File: config.mk
export PLATFORM = sky130hd
export DESIGN_NAME = msi_directory
export DESIGN_NICKNAME = d
export VERILOG_FILES = /design/src/rtl/msi_dir_pkg.sv /design/src/rtl/msi_dir_alloc.sv /design/src/rtl/msi_directory.sv
export SDC_FILE = /design/constraint.sdc
export NUM_CORES = 1
export LEC_CHECK = 0
export ABC_AREA = 1
export BUFFER_PORTS_ARGS = -buffer_cell sky130_fd_sc_hd__buf_2
export CAP_MARGIN = 25
export CORE_MARGIN = 2
export CORE_UTILIZATION = 40
export CTS_CLUSTER_DIAMETER = 50
export DETAILED_ROUTE_END_ITERATION = 12
export PLACE_DENSITY = 0.61
export SLEW_MARGIN = 10
export SYNTH_ARGS = -nofsm -noshare
export SYNTH_HDL_FRONTEND = slang
export SYNTH_SLANG_ARGS = --single-unit
export TNS_END_PERCENT = 30
File: constraint.sdc
create_clock -name Clock -period 3.25 [get_ports Clock]
set_input_delay 0.1625 -clock Clock [delete_from_list [all_inputs] [get_ports Clock]]
set_output_delay 0.1625 -clock Clock [all_outputs]
set_load 0.05 [all_outputs]
File: src/rtl/msi_dir_pkg.sv
// Shared encodings for the MSI directory: entry states, request codes, FSM states.
package msi_dir_pkg;

    localparam logic [1:0] ST_EMPTY = 2'b00;
    localparam logic [1:0] ST_I     = 2'b01;
    localparam logic [1:0] ST_S     = 2'b10;
    localparam logic [1:0] ST_M     = 2'b11;

    localparam logic [1:0] REQ_RD   = 2'b00;
    localparam logic [1:0] REQ_WR   = 2'b01;
    localparam logic [1:0] REQ_WB   = 2'b10;
    localparam logic [1:0] REQ_RSVD = 2'b11;

    typedef enum logic [2:0] {
        IDLE, LOOKUP, EVICT, MEMWR, MEMRD, PROBE, RESP
    } fsmState_t;

endpackage

File: src/rtl/msi_dir_alloc.sv
// Picks the slot for a directory miss: lowest-index empty entry, else the round-robin victim.
module msi_dir_alloc
    import msi_dir_pkg::*;
#(
    parameter int ENTRIES = 4,
    parameter int IW      = 2
) (
    input  logic [2*ENTRIES-1:0] entryStates,
    input  logic [IW-1:0]        rrPtr,
    output logic [IW-1:0]        allocIdx,
    output logic                 allocEmpty
);

    always_comb begin
        allocEmpty = 1'b0;
        allocIdx   = rrPtr;
        // Descending scan so the lowest empty index wins.
        for (int i = ENTRIES - 1; i >= 0; i--) begin
            if (entryStates[2*i +: 2] == ST_EMPTY) begin
                allocEmpty = 1'b1;
                allocIdx   = IW'(i);
            end
        end
    end

endmodule

File: src/rtl/msi_directory.sv
// Fully associative MSI directory: one request at a time, probes sharers/owner and
// fetches or writes back memory as needed; response is a one-cycle RespValid pulse.
module msi_directory
    import msi_dir_pkg::*;
#(
    parameter int NPROC   = 2,
    parameter int ENTRIES = 4,
    parameter int AW      = 4,
    parameter int DW      = 4
) (
    input  logic                     Clock,
    input  logic                     Reset,
    input  logic                     ReqValid,
    output logic                     ReqReady,
    input  logic [1:0]               ReqType,
    input  logic [$clog2(NPROC)-1:0] ReqProc,
    input  logic [AW-1:0]            ReqAddr,
    input  logic [DW-1:0]            ReqData,
    output logic                     ProbeValid,
    output logic [NPROC-1:0]         ProbeMask,
    output logic                     ProbeInv,
    input  logic                     ProbeAck,
    input  logic [DW-1:0]            ProbeData,
    output logic                     MemValid,
    output logic                     MemWrite,
    output logic [AW-1:0]            MemAddr,
    output logic [DW-1:0]            MemWdata,
    input  logic                     MemAck,
    input  logic [DW-1:0]            MemRdata,
    output logic                     RespValid,
    output logic                     RespErr,
    output logic [DW-1:0]            RespData,
    output logic [1:0]               RespState,
    output logic [NPROC-1:0]         RespSharers
);

    localparam int IW = (ENTRIES > 1) ? $clog2(ENTRIES) : 1;

    logic [ENTRIES-1:0][AW-1:0]    eAddr;
    logic [ENTRIES-1:0][1:0]       eState;
    logic [ENTRIES-1:0][DW-1:0]    eData;
    logic [ENTRIES-1:0][NPROC-1:0] eShr;

    fsmState_t                fsm;
    logic [1:0]               rType;
    logic [$clog2(NPROC)-1:0] rProc;
    logic [AW-1:0]            rAddr;
    logic [DW-1:0]            rData;
    logic [IW-1:0]            rrPtr, allocIdx, hitIdx, tIdx;
    logic                     allocEmpty, hit, evicting, oldM, fillAfter;
    logic [NPROC-1:0]         reqBit, others;

    msi_dir_alloc #(.ENTRIES(ENTRIES), .IW(IW)) uAlloc (
        .entryStates(eState),
        .rrPtr      (rrPtr),
        .allocIdx   (allocIdx),
        .allocEmpty (allocEmpty)
    );

    always_comb begin
        hit    = 1'b0;
        hitIdx = '0;
        for (int i = ENTRIES - 1; i >= 0; i--) begin
            if (eState[i] != ST_EMPTY && eAddr[i] == rAddr) begin
                hit    = 1'b1;
                hitIdx = IW'(i);
            end
        end
    end

    assign reqBit = NPROC'(1) << rProc;
    assign others = eShr[hitIdx] & ~reqBit;

    always_ff @(posedge Clock or posedge Reset) begin
        if (Reset) begin
            eAddr <= '0; eState <= '0; eData <= '0; eShr <= '0;
            fsm <= IDLE; rrPtr <= '0; tIdx <= '0;
            rType <= '0; rProc <= '0; rAddr <= '0; rData <= '0;
            evicting <= 1'b0; oldM <= 1'b0; fillAfter <= 1'b0;
            ReqReady <= 1'b1;
            ProbeValid <= 1'b0; ProbeMask <= '0; ProbeInv <= 1'b0;
            MemValid <= 1'b0; MemWrite <= 1'b0; MemAddr <= '0; MemWdata <= '0;
            RespValid <= 1'b0; RespErr <= 1'b0; RespData <= '0;
            RespState <= ST_EMPTY; RespSharers <= '0;
        end else begin
            case (fsm)
                IDLE: if (ReqValid) begin
                    rType <= ReqType; rProc <= ReqProc; rAddr <= ReqAddr; rData <= ReqData;
                    ReqReady <= 1'b0;
                    fsm <= LOOKUP;
                end
                LOOKUP: begin
                    RespErr <= 1'b0; RespData <= '0; RespState <= ST_EMPTY; RespSharers <= '0;
                    RespValid <= 1'b1;
                    fsm <= RESP;
                    if (rType == REQ_RSVD) begin
                        RespErr <= 1'b1;
                    end else if (rType == REQ_WB) begin
                        if (hit && eState[hitIdx] == ST_M && eShr[hitIdx] == reqBit) begin
                            eData[hitIdx] <= rData; eState[hitIdx] <= ST_I; eShr[hitIdx] <= '0;
                            RespData <= rData; RespState <= ST_I;
                            MemValid <= 1'b1; MemWrite <= 1'b1; MemAddr <= rAddr; MemWdata <= rData;
                            fillAfter <= 1'b0; RespValid <= 1'b0; fsm <= MEMWR;
                        end else begin
                            RespErr <= 1'b1;
                        end
                    end else if (hit) begin
                        tIdx <= hitIdx; oldM <= (eState[hitIdx] == ST_M); evicting <= 1'b0;
                        if (rType == REQ_RD && eState[hitIdx] == ST_M && eShr[hitIdx] != reqBit) begin
                            ProbeValid <= 1'b1; ProbeMask <= eShr[hitIdx]; ProbeInv <= 1'b0;
                            RespValid <= 1'b0; fsm <= PROBE;
                        end else if (rType == REQ_RD && eState[hitIdx] == ST_M) begin
                            RespData <= eData[hitIdx]; RespState <= ST_M; RespSharers <= eShr[hitIdx];
                        end else if (rType == REQ_RD) begin
                            eState[hitIdx] <= ST_S; eShr[hitIdx] <= eShr[hitIdx] | reqBit;
                            RespData <= eData[hitIdx]; RespState <= ST_S;
                            RespSharers <= eShr[hitIdx] | reqBit;
                        end else if (others != '0) begin
                            ProbeValid <= 1'b1; ProbeMask <= others; ProbeInv <= 1'b1;
                            RespValid <= 1'b0; fsm <= PROBE;
                        end else begin
                            eState[hitIdx] <= ST_M; eShr[hitIdx] <= reqBit;
                            RespData <= eData[hitIdx]; RespState <= ST_M; RespSharers <= reqBit;
                        end
                    end else begin
                        tIdx <= allocIdx; evicting <= !allocEmpty; RespValid <= 1'b0;
                        if (allocEmpty) begin
                            MemValid <= 1'b1; MemWrite <= 1'b0; MemAddr <= rAddr; fsm <= MEMRD;
                        end else begin
                            rrPtr <= (rrPtr == IW'(ENTRIES - 1)) ? '0 : rrPtr + 1'b1;
                            fsm <= EVICT;
                        end
                    end
                end
                EVICT: begin
                    oldM <= (eState[tIdx] == ST_M);
                    if (eShr[tIdx] != '0) begin
                        ProbeValid <= 1'b1; ProbeMask <= eShr[tIdx]; ProbeInv <= 1'b1; fsm <= PROBE;
                    end else begin
                        MemValid <= 1'b1; MemWrite <= 1'b0; MemAddr <= rAddr; fsm <= MEMRD;
                    end
                end
                PROBE: if (ProbeAck) begin
                    ProbeValid <= 1'b0; ProbeMask <= '0; ProbeInv <= 1'b0;
                    if (!ProbeInv) begin
                        // Downgrade: owner's dirty data goes to the entry and to memory.
                        eData[tIdx] <= ProbeData; eState[tIdx] <= ST_S;
                        eShr[tIdx] <= eShr[tIdx] | reqBit;
                        RespData <= ProbeData; RespState <= ST_S; RespSharers <= eShr[tIdx] | reqBit;
                        MemValid <= 1'b1; MemWrite <= 1'b1; MemAddr <= rAddr; MemWdata <= ProbeData;
                        fillAfter <= 1'b0; fsm <= MEMWR;
                    end else if (evicting && oldM) begin
                        MemValid <= 1'b1; MemWrite <= 1'b1; MemAddr <= eAddr[tIdx]; MemWdata <= ProbeData;
                        fillAfter <= 1'b1; fsm <= MEMWR;
                    end else if (evicting) begin
                        MemValid <= 1'b1; MemWrite <= 1'b0; MemAddr <= rAddr; fsm <= MEMRD;
                    end else begin
                        eData[tIdx] <= oldM ? ProbeData : eData[tIdx];
                        eState[tIdx] <= ST_M; eShr[tIdx] <= reqBit;
                        RespData <= oldM ? ProbeData : eData[tIdx];
                        RespState <= ST_M; RespSharers <= reqBit;
                        RespValid <= 1'b1; fsm <= RESP;
                    end
                end
                MEMWR: if (MemAck) begin
                    MemWrite <= 1'b0;
                    if (fillAfter) begin
                        MemAddr <= rAddr; MemWdata <= '0; fsm <= MEMRD;
                    end else begin
                        MemValid <= 1'b0; RespValid <= 1'b1; fsm <= RESP;
                    end
                end
                MEMRD: if (MemAck) begin
                    MemValid <= 1'b0;
                    eAddr[tIdx] <= rAddr; eData[tIdx] <= MemRdata; eShr[tIdx] <= reqBit;
                    eState[tIdx] <= (rType == REQ_WR) ? ST_M : ST_S;
                    RespErr <= 1'b0; RespData <= MemRdata; RespSharers <= reqBit;
                    RespState <= (rType == REQ_WR) ? ST_M : ST_S;
                    RespValid <= 1'b1; fsm <= RESP;
                end
                RESP: begin
                    RespValid <= 1'b0; RespErr <= 1'b0; ReqReady <= 1'b1; fsm <= IDLE;
                end
                default: fsm <= IDLE;
            endcase
        end
    end

endmodule
# Word level (Yosys, flattened, before mapping)
# Cells that the tools add are included.
# Widths: inputs -> output; s select.
dict set report totals {
  reg_bits 94
  inputBits 24
  out_inout_bits 25
}
dict set report classes {
  add_sub_neg 1
  magnitude_cmp 4
  eq_ne 48
  n_shift 1
  muxes 253
  bitwise 21
  reduce_logical 52
}
# op n
set op_table {}
lappend op_table {{$mux 8} 26}
lappend op_table {{$mux 4} 39}
lappend op_table {{$mux 16} 8}
lappend op_table {{$mux 2} 55}
lappend op_table {{$bwmux 16} 5}
lappend op_table {{$mux 1} 74}
lappend op_table {{$pmux 16 s3} 1}
lappend op_table {{$pmux 8 s3} 2}
lappend op_table {{$bwmux 8} 5}
lappend op_table {{$ne 3x3->1 const B} 12}
lappend op_table {{$mux 3} 11}
lappend op_table {{$ne 2x2->1 const B} 16}
lappend op_table {{$bmux 4 s2} 3}
lappend op_table {{$pmux 4 s3} 2}
lappend op_table {{$reduce_and 8->1} 3}
lappend op_table {{$reduce_and 11->1} 2}
lappend op_table {{$pmux 2 s3} 3}
lappend op_table {{$pmux 3 s6} 1}
lappend op_table {{$reduce_and 9->1} 2}
lappend op_table {{$reduce_bool 2->1} 9}
lappend op_table {{$bmux 2 s2} 4}
lappend op_table {{$demux 4 s2} 2}
lappend op_table {{$eq 4x4->1} 4}
lappend op_table {{$or 8x8->8} 2}
lappend op_table {{other kinds (40)} 89}

# Logic depth before layout (Yosys ltp)
# Gate-level depths: netlist of the first run.
dict set report logic_depth {
  depth_word 19
  mapped_depth 25
  ltp_nobuf 23
}

# Hierarchy
# Synthesis of the first run repeated with hierarchy kept, for this count alone.
dict set report unflattened {
  cells_unflattened 991
  hier_area_um2 6795.3
}
# module n_inst cells_each area_each_um2 seq_area_each_um2
set by_module_without_submodules {}
lappend by_module_without_submodules {msi_directory 1 977 6725.2 2353.5}
lappend by_module_without_submodules {msi_dir_alloc 1 14 70.1 0.0}

# Least setup slack after synthesis of the first run
# Ideal clock, no wire load.
dict set report synth_path {
  path_kind {register to register}
  from {reg rAddr[0]}
  to {reg with a tool-made name}
  setup_ps 128
  t_arrival_ps 2530
  required_time_ps 3122
  path_slack_ps 592
  stages_incl_launch_ff 22
  n_path_buf 1
  synth_period_minus_slack_ps 2658
  cell_sequence {dfrtp_1 > inv_2 > nand2_1 > nand3_1 > nor2_1 > nand2_1 > nand2_2 > nor2_1 > buf_6 > nand2_1 > nand2_1 > inv_1 > nand3_2 > inv_1 > ha_1 > nand2_1 > inv_1 > nand4_4 > a21oi_4 > nand3_2 > nand2_1 > o21ai_1}
}
# item line_no
set synth_lines {}
lappend synth_lines {{start, declared} msi_directory.sv:47} ;# logic [AW-1:0] rAddr;
lappend synth_lines {{start signal, assigned} msi_directory.sv:88} ;# rType <= ReqType; rProc <= ReqProc; rAddr <= ReqAddr; rData <= ReqData;

# Worst setup path in the final report of the first run
dict set report layout_path {
  from {reg rAddr[0]}
  to {reg eData[0] in the netlist's numbering}
}
dict set report layout_between {
  elab_chain_cells 15
  elab_cells_between_ends 36
  classes_between {order compare: 2; eq/ne: 7; mux: 19; reduce/logical: 8}
}
# item line_no
set layout_rtl {}
lappend layout_rtl {{$eq 4x4->1} msi_directory.sv:64} ;# if (eState[i] != ST_EMPTY && eAddr[i] == rAddr) begin
lappend layout_rtl {{$logic_and 1x1->1} msi_directory.sv:64}
lappend layout_rtl {{$mux 2 (4 in series)} msi_directory.sv:64}
lappend layout_rtl {{$lt 2x3->1 (implied by the code) or $ge 2x1->1 (tied branches)} msi_directory.sv:100} ;# eData[hitIdx] <= rData; eState[hitIdx] <= ST_I; eShr[hitIdx] <= '0;
lappend layout_rtl {{$logic_and 1x1->1 (implied by the code)} msi_directory.sv:100}
lappend layout_rtl {{$mux 4 (implied by the code)} msi_directory.sv:100}
lappend layout_rtl {{$demux 4 s2} msi_directory.sv:100}
lappend layout_rtl {{$bwmux 16} msi_directory.sv:100}
lappend layout_rtl {{$mux 16} msi_directory.sv:99} ;# if (hit && eState[hitIdx] == ST_M && eShr[hitIdx] == reqBit) begin
lappend layout_rtl {{$mux 16} msi_directory.sv:98} ;# end else if (rType == REQ_WB) begin
lappend layout_rtl {{$mux 16} msi_directory.sv:96} ;# if (rType == REQ_RSVD) begin
lappend layout_rtl {{$pmux 16 s3} msi_directory.sv:86} ;# case (fsm)
lappend layout_rtl {{end signal, assigned by index} msi_directory.sv:158} ;# eData[tIdx] <= oldM ? ProbeData : eData[tIdx];
lappend layout_rtl {{end signal, assigned by index} msi_directory.sv:175} ;# eAddr[tIdx] <= rAddr; eData[tIdx] <= MemRdata; eShr[tIdx] <= reqBit;
lappend layout_rtl {{end, declared} msi_directory.sv:41} ;# logic [ENTRIES-1:0][DW-1:0] eData;
# Several ways; a longest one is shown, not always the timed one. The select of a mux whose other input is x is not followed.
# A chain may end at the register's enable or synchronous reset.

==> results of run 1 <==
critical path, delay by kind of cell (launching register included):
kind	cells	cell delay, ps
buffers and inverters	4	330
AOI/OAI and AO/OA	2	390
DFF	1	460
adders and majority gates	1	270
and+or+nand+nor	13	1410
registers in the layout (all words and copies together), names as in the netlist, 2 cells and up, named ones only:
register	count
RespState	2
eAddr	16
ProbeMask	2
fsm	3
eShr	8
RespData	4
MemWdata	4
rType	2
RespSharers	2
MemAddr	4
rAddr	4
rData	4
tIdx	2
eData	16
rrPtr	2
final cells by class:
type	instances	share of cell area (%)
clock buffer	9	2.95
clock inverter	7	0.950
inverter	120	5.96
multi-input combinational	741	48.8
sequential	94	30.9
tap	220	3.60
timing repair buffer	84	6.88
logic make-up (layout without fill, tap and decap cells):
| family | after synthesis | count (layout) | synth area share, % |
|---|---|---|---|
| AND/OR/NAND/NOR | 485 | 485 | 31.0 |
| buffers and inverters | 150 | 220 | 8.74 |
| XOR/XNOR | 3 | 3 | 0.397 |
| adder cells (fa/ha/maj) | 6 | 6 | 1.13 |
| multiplexers | 4 | 4 | 0.680 |
| flip-flops | 94 | 94 | 35.5 |
| AO/OA/AOI/OAI | 243 | 243 | 22.5 |
per-stage QoR:
step           setup slack, ps  hold WS (ps)
6_report                   259          12.4
5_1_grt                   16.3          12.2
4_1_cts                   72.4          10.0
3_5_place_dp               111           323
3_3_place_gp               192           330
2_1_floorplan              592           283
repair_timing:
action	CTS	global route
setup buffers	0	4
resized for setup	0	15
endpoints found under the setup margin	0	53
endpoints found under the hold margin	49	0
hold buffers	1	0
cells in the mapped netlist, types with 8 or more instances:
cell	n
o21ai_1	13
inv_2	10
nand2_1	287
nor2_1	104
nor3_1	13
o21ai_0	98
nand4_1	8
a21oi_1	37
nand3_1	49
o221ai_1	16
inv_1	108
dfrtp_1	93
clkbuf_1	21
a22oi_1	12
o22ai_1	23
layer usage:
layer  up-vias  global-route usage, %
met4         0                   9.14
met5         -                      0
met2       411                   40.4
li1       3424                      -
met3        54                   6.17
met1      3346                   38.0
worst min path at each step:
stage | end | slack [ps] | cells past startpoint
detailed placement | tIdx[1] | 320 | 2
finish | rAddr[2] | 10 | 3
global route | rData[0] | 10 | 3
CTS | rAddr[2] | 10 | 3
floorplan | rAddr[0] | 280 | 2
global placement | eShr[2] | 330 | 2
==> results.md, run 1 <==
- R2R setup slack: 260 ps
- Fmax: 334 MHz
- Max_slew headroom: 51.6%
- TritonCTS Sinks: 94
- Post-Syn Area: 6630 sq um
- Minimum clock period: 2990 ps
- DIE AREA: 17,600 sq um
- Worst-path fanout max: 10
- R2R Path Start: rAddr[0]
- DR iter-0 viols: 759
- Die width: 133 um
- Required time of the critical path: 3480 ps
- Avg Cell Area, Syn: 6.73 sq um
- Area of the multi-input gates: 3730 sq um
- Sequential area share after synthesis: 35.5%
- Area share of the largest cell type after synthesis: 35.1%
- Final Instance Count excl. Fillers: 1,275
- Post-DP HPWL: 17,400 um
- Total I/O pin count: 49
- Max cap viols: 0
- PortBufs: 48
- Unrepaired setup endpoints after global routing: false
- Final setup TNS: 0 ps
- CP startpoint: rAddr[0]
- Row count: 47
- Initial antenna violation count: 0
- Worst Hold Launch: ReqAddr[2]
- Worst setup EP type: register
- Ys Warns: 0
- Cell count after placement: 1,254
- Slew Viols, Final: 0
- Post-synth EDFFs: 0
- Setup-failing EPs final: 0
- Synthesis-to-layout area growth: 15.3%
- Overall routing resource usage: 26.8%
- Clock skew: 8.37 ps
- Fin area: 7640 sq um
- RD Place Congestion: 0.961
- CP Class: register to register
- Post-DP Area: 7250 sq um
- Wl on met1: 10,200 um
- Leading area contributor after synthesis: dfrtp_1
- Worst skew pair latency: 360 ps
- CORE AREA: 16,400 sq um
- Most frequent cells in the layout: 283 x nand2_1, 107 x inv_1, 102 x nor2_1
- CTS clk-pin slew, worst paths: 70 ps
- Chip height: 133 um
- CP max-delay cell: dfrtp_2
- DR WL met2: 10,200 um
- Fillcell total: 1,683
- Routed WL per cell: 18.4 um
- Slew of the pin with the lowest slew margin: 707 ps
- CTS tree: done
- First-pass GRT wire length: 36,800 um
- Worst Path Arrival: 3220 ps
- Tcrit/Tclk final: 92.0%
- Reg area: 2360 sq um
- Syn Nets: 1,015
- DRT Pass-1 Iters: 6
- Top Layer Used: met4
- Cells after synthesis: 985
- Vias in the first global route: 6,648
- WL final: 23,400 um
- Hold Violations, Final: 0
- Asr flop ratio synth: 100%
- Main synth FF type: dfrtp_1
- CTS max path bufs: 2
- Initial core utilization: 40.4%
- CTS Buf Count: 9
- Hold WC Path Type: input port to register
- Antenna diodes: 0
- Worst-path cell chain: inv_4 > nor2_1 > nor2_1 > nand3_1 > nor2_1 > nand2_2 > nor2_4 > nand2_1 > nand2_1 > inv_1 > nand3_1 > inv_1 > ha_1 > nand2_1 > inv_1 > nand4_4 > nand2_4 > nand3_4 > a21oi_4 > o21ai_0
- CP peak stage delay: 460 ps
- Met3 WL: 2290 um
- Worst R2R End: eData[0]
- Post-route ant nets: 0
- Synth top area cells: dfrtp_1 35%, nand2_1 16%, o21ai_0 7.4%
- Status: completed
- Reg2reg path depth: 20
- GRT Residual Overflow: 0
- Critical Path Sink: eData[0]
- Share of cells above drive strength 1: 14.6%
- Via density: 5.67
- Final core occ: 46.6%
- Nets: 1,080
- Largest net degree at the start of global routing: 52
- Yosys reg bits: 94
- Vias after detailed routing: 7,235
- DR DRC count: 0
- H-tree Lvls: 3
- CTS root buffer: clkbuf_16
- Synth cell types: 47
- Most common cell after layout, fill and taps aside: nand2_1
- CP Launch Type: register
Power of run 1 is left out: the tool's default activity adds up to more than one toggle a clock period on the data nets, which glitch-free logic cannot reach.
==> run 2, diff against run 1 <==
--- a/config.mk
+++ b/config.mk
@@ -10,6 +10,7 @@
 export CAP_MARGIN = 25
 export CORE_MARGIN = 2
 export CORE_UTILIZATION = 40
+export CTS_BUF_LIST = sky130_fd_sc_hd__clkbuf_4 sky130_fd_sc_hd__clkbuf_8
 export CTS_CLUSTER_DIAMETER = 50
 export DETAILED_ROUTE_END_ITERATION = 12
 export PLACE_DENSITY = 0.61
==> run 2 against run 1 <==
  * Via count is 0.77% higher
  * Final area increased by 0.21%
  * Clock-buffer cell count unchanged
  * Utilization increased by 0.099 points
  * Die area stayed put
==> results.md, run 2 (synthesized netlist as in run 1, its figures left out) <==
- PortBufs: 48
- CP peak stage delay: 480 ps
- Minimum clock period: 3010 ps
- Routed WL per cell: 18.2 um
- DR iter-0 viols: 692
- Post-DP HPWL: 17,400 um
- CTS max path bufs: 2
- Top flop regs: eAddr: 16 flops, eData: 16 flops, eShr: 8 flops
- RD Place Congestion: 0.961
- CTS tree: done
- CP Launch Type: register
- DIE AREA: 17,600 sq um
- CTS clk-pin slew, worst paths: 100 ps
- Max cap viols: 0
- GRT Residual Overflow: 0
- Setup-failing EPs final: 0
- Final core occ: 46.7%
- Nets: 1,093
- Clock skew: 13.5 ps
- Hold WC Path Type: input port to register
- Fmax: 333 MHz
- Vias in the first global route: 6,699
- Status: completed
- Place WS: 111 ps
- DR DRC count: 0
- Post-route ant nets: 0
- Slew of the pin with the lowest slew margin: 744 ps
- Worst Path Arrival: 3280 ps
- Die width: 133 um
- Initial antenna violation count: 0
- Crit path max-delay family: simple AND/OR/NAND/NOR gates
- WL final: 23,500 um
- Overall routing resource usage: 26.8%
- Most frequent cells in the layout: 285 x nand2_1, 107 x inv_1, 103 x nor2_1
- Max_slew headroom: 49.9%
- Share of cells above drive strength 1: 14.4%
- Worst-path fanout max: 9
- Worst skew pair latency: 390 ps
- CP max-delay cell: dfrtp_2
- CORE AREA: 16,400 sq um
- Largest net degree at the start of global routing: 52
- H-tree Lvls: 3
- CP Class: register to register
- Vias after detailed routing: 7,291
- First-pass GRT wire length: 36,700 um
- Worst-path cell chain: inv_4 > nand2_1 > a21oi_1 > nand2_1 > nand2_2 > inv_2 > nand2_1 > nand3_1 > nand3_2 > inv_1 > ha_1 > nand2_1 > inv_1 > nand4_4 > nand2_4 > nand3_4 > a21oi_4 > o21ai_0
- Worst setup EP type: register
- TritonCTS Sinks: 94
- Synthesis-to-layout area growth: 15.6%
- Initial core utilization: 40.4%
- Required time of the critical path: 3520 ps
- DRT Pass-1 Iters: 5
- Final setup TNS: 0 ps
- Antenna diodes: 0
- Worst setup margin: 244 ps
- Crit path top cell by count: nand2_1
- Post-DP Area: 7250 sq um
- Tcrit/Tclk final: 92.5%
- Chip height: 133 um
- Via density: 5.66
- Row count: 47
- Slew Viols, Final: 0
- Fin area: 7660 sq um
- Most common cell after layout, fill and taps aside: nand2_1
- Total I/O pin count: 49
- Hold Violations, Final: 0
- CTS Buf Count: 9
- CTS root buffer: clkbuf_8
- WP buf/inv: 4
run 2: cell count changes in the layout (fill, tap and decap cells not counted), sizes merged:
cell | before | now
buf | 83 | 86
dlygate4sd3 | 1 | 11
run 2: per-layer routing:
metal | GRT usage [%] | up-vias | share of wire (%)
li1 | - | 3452 | -
met1 | 37.6 | 3375 | 43
met2 | 40.8 | 399 | 44
met3 | 5.67 | 65 | 10
met4 | 9.68 | 0 | 3.5
met5 | 0 | - | 0
run 2: repair_timing:
item | 4_1_cts | 5_1_grt
endpoints found under the hold margin | 59 | 0
hold buffers | 11 | 0
setup endpoints to repair | 0 | 50
setup buffers | 0 | 7
resized for setup | 0 | 13
run 2: final cells by class:
class	count	area (sq um)
Timing Repair Buffer	97	648
Multi-Input combinational cell	741	3720
Tap cell	220	275
Clock buffer	9	124
Sequential cell	94	2360
Inverter	120	458
Fill cell	1682	8750
Clock inverter	7	72.6
run 2: final timing paths:
kind,from,to,slack (ps),cells past startpoint
max in group asynchronous,Reset,rAddr[1],2050,4
worst max-delay path,rAddr[3],eData[4],240,18
min in group asynchronous,Reset,tIdx[1],410,3
worst min-delay path,MemAck,RespErr,90,4
worst min register to register,ProbeMask[0],ProbeMask[0],480,2
worst max register to register,rAddr[3],eData[4],240,18
run 2: per-stage QoR:
stage,hold slack (ps),instances
floorplan,283,985
global placement,330,1254
detailed placement,323,1254
CTS,60.5,1281
global route,104,1288
finish,87.0,1288
run 2: worst min-delay path, stage by stage:
cell     delay (ps)
buf_2           100
o21ai_0          80
nand2_1          60
nand2_1          40
Power of run 2 is left out for the same reason.
==> run 3, diff against run 2 <==
--- a/config.mk
+++ b/config.mk
@@ -6,7 +6,7 @@
 export NUM_CORES = 1
 export LEC_CHECK = 0
 export ABC_AREA = 1
-export BUFFER_PORTS_ARGS = -buffer_cell sky130_fd_sc_hd__buf_2
+export BUFFER_PORTS_ARGS = -buffer_cell sky130_fd_sc_hd__buf_4
 export CAP_MARGIN = 25
 export CORE_MARGIN = 2
 export CORE_UTILIZATION = 40
@@ -14,7 +14,7 @@
 export CTS_CLUSTER_DIAMETER = 50
 export DETAILED_ROUTE_END_ITERATION = 12
 export PLACE_DENSITY = 0.61
-export SLEW_MARGIN = 10
+export SLEW_MARGIN = 15
 export SYNTH_ARGS = -nofsm -noshare
 export SYNTH_HDL_FRONTEND = slang
 export SYNTH_SLANG_ARGS = --single-unit
==> run 3 against run 2 <==
  * First-iteration DRC count up 15%
  * Utilization grew 0.66 points
  * Die area unchanged
  * Non-clock buffer count down 4
  * Highest routed layer unchanged
  * Register-to-register slack gained 20 ps
  * Fmax grew 0.52%
  * Largest cell class unchanged
  * Final area increased by 1.4%
==> results.md, run 3 (synthesized netlist as in run 1, its figures left out) <==
- TritonCTS Sinks: 94
- Vias in the first global route: 6,880
- GRT Residual Overflow: 0
- Nets: 1,089
- CP Class: register to register
- Hold WC Path Type: input port to register
- Vias after detailed routing: 7,135
- Worst-path fanout max: 7
- Status: completed
- Chip height: 133 um
- Initial core utilization: 40.4%
- Final Instance Count excl. Fillers: 1,284
- CORE AREA: 16,400 sq um
- Row count: 47
- CTS Buf Count: 9
- Worst setup EP type: register
- Synthesis-to-layout area growth: 17.2%
- Post-route ant nets: 0
- Place WS: 245 ps
- Tcrit/Tclk final: 92.0%
- PortBufs: 48
- Max cap viols: 0
- Share of cells above drive strength 1: 14.0%
- Most frequent cells in the layout: 284 x nand2_1, 107 x inv_1, 103 x nor2_1
- CTS root buffer: clkbuf_8
- Slew of the pin with the lowest slew margin: 778 ps
- Worst setup margin: 260 ps
- RD Place Congestion: 0.987
- Worst skew pair latency: 400 ps
- Fmax: 334 MHz
- DIE AREA: 17,600 sq um
- Cell count after placement: 1,255
- Post-DP HPWL: 17,400 um
- Final setup TNS: 0 ps
- Largest net degree at the start of global routing: 55
- Slew Viols, Final: 0
- CTS clk-pin slew, worst paths: 100 ps
- Routed WL per cell: 18.1 um
- Setup-failing EPs final: 0
- Unrepaired setup endpoints after global routing: false
- CP Launch Type: register
- Via density: 5.56
- Die width: 133 um
- Total I/O pin count: 49
- Max_slew headroom: 48.2%
- DRT Pass-1 Iters: 6
- Required time of the critical path: 3570 ps
- Minimum clock period: 2990 ps
- CTS tree: done
- Reg area: 2360 sq um
- Worst Path Arrival: 3310 ps
- DR iter-0 viols: 798
- Initial antenna violation count: 0
- Top flop regs: eAddr: 16 flops, eData: 16 flops, eShr: 8 flops
- Hold Violations, Final: 0
- H-tree Lvls: 3
- Overall routing resource usage: 26.9%
- Most common cell after layout, fill and taps aside: nand2_1
- Antenna diodes: 0
- Fillcell total: 1,721
- CTS max path bufs: 2
- DR DRC count: 0
- First-pass GRT wire length: 37,100 um
- WL final: 23,200 um
- Hold_ws: 16.2 ps
- Clock skew: 13.3 ps
- Area of the multi-input gates: 3710 sq um
-- run 3: cell types whose count changed in the layout (fill, tap and decap cells not counted), sizes merged --
cell         previous run  this run
buf                    86        83
clkinv                  5         3
bufinv                  1         2
clkbuf                  9        10
clkinvlp                1         2
dlygate4sd3            11        10
inv                   120       119
-- run 3: per-stage QoR --
step                instance area [sq um]  util (%)
finish                               7770      47.3
global route                         7770      47.3
CTS                                  7710      47.0
detailed placement                   7380      45.0
global placement                     7380      45.0
floorplan                            6630         -
-- run 3: metal layers --
layer	track usage, %	vias up	wire, um
li1	-	3452	-
met1	37.4	3277	10300
met2	41.0	348	10200
met3	6.05	58	2100
met4	9.86	0	619
met5	0	-	0
-- run 3: what timing repair did --
| action | 4_1_cts | 5_1_grt |
|---|---|---|
| resized for setup | 0 | 10 |
| buffers inserted | 0 | 3 |
| endpoints found under the hold margin | 60 | 0 |
| setup endpoints to repair | 0 | 44 |
| hold buffers | 10 | 0 |
-- run 3: area by class of cell --
| cell class | instances | area share (%) |
|---|---|---|
| Clock buffer | 10 | 1.77 |
| Clock inverter | 6 | 1.19 |
| Inverter | 120 | 5.86 |
| Multi-Input combinational cell | 741 | 47.8 |
| Sequential cell | 94 | 30.3 |
| Tap cell | 220 | 3.54 |
| Timing Repair Buffer | 93 | 9.47 |
-- run 3: worst paths after layout --
| path | start | slack [ps] | depth (start not counted) | end |
|---|---|---|---|---|
| setup / recovery | rAddr[2] | 260 | 18 | eData[8] |
| hold / removal | ReqAddr[2] | 20 | 3 | rAddr[2] |
| setup reg to reg | rAddr[2] | 260 | 18 | eData[8] |
| hold reg to reg | MemWrite | 480 | 2 | MemWrite |
| max in group asynchronous | Reset | 2040 | 4 | eData[2] |
| min in group asynchronous | Reset | 430 | 3 | eShr[2] |
-- run 3: worst max-delay path: stages, from the launching register on --
cell and delay (ps):
dfrtp_2 450, buf_4 150, xnor2_1 210, nand3_2 150, nand2_2 120, inv_2 70
nand2_1 120, nand3_1 90, nand3_1 130, inv_1 80, ha_1 270, nand2_1 60
inv_1 110, nand4_4 170, nand2_4 140, nand3_4 150, nor2_4 250, o21ai_0 110
o21ai_0 80
Power of run 3 is left out for the same reason.
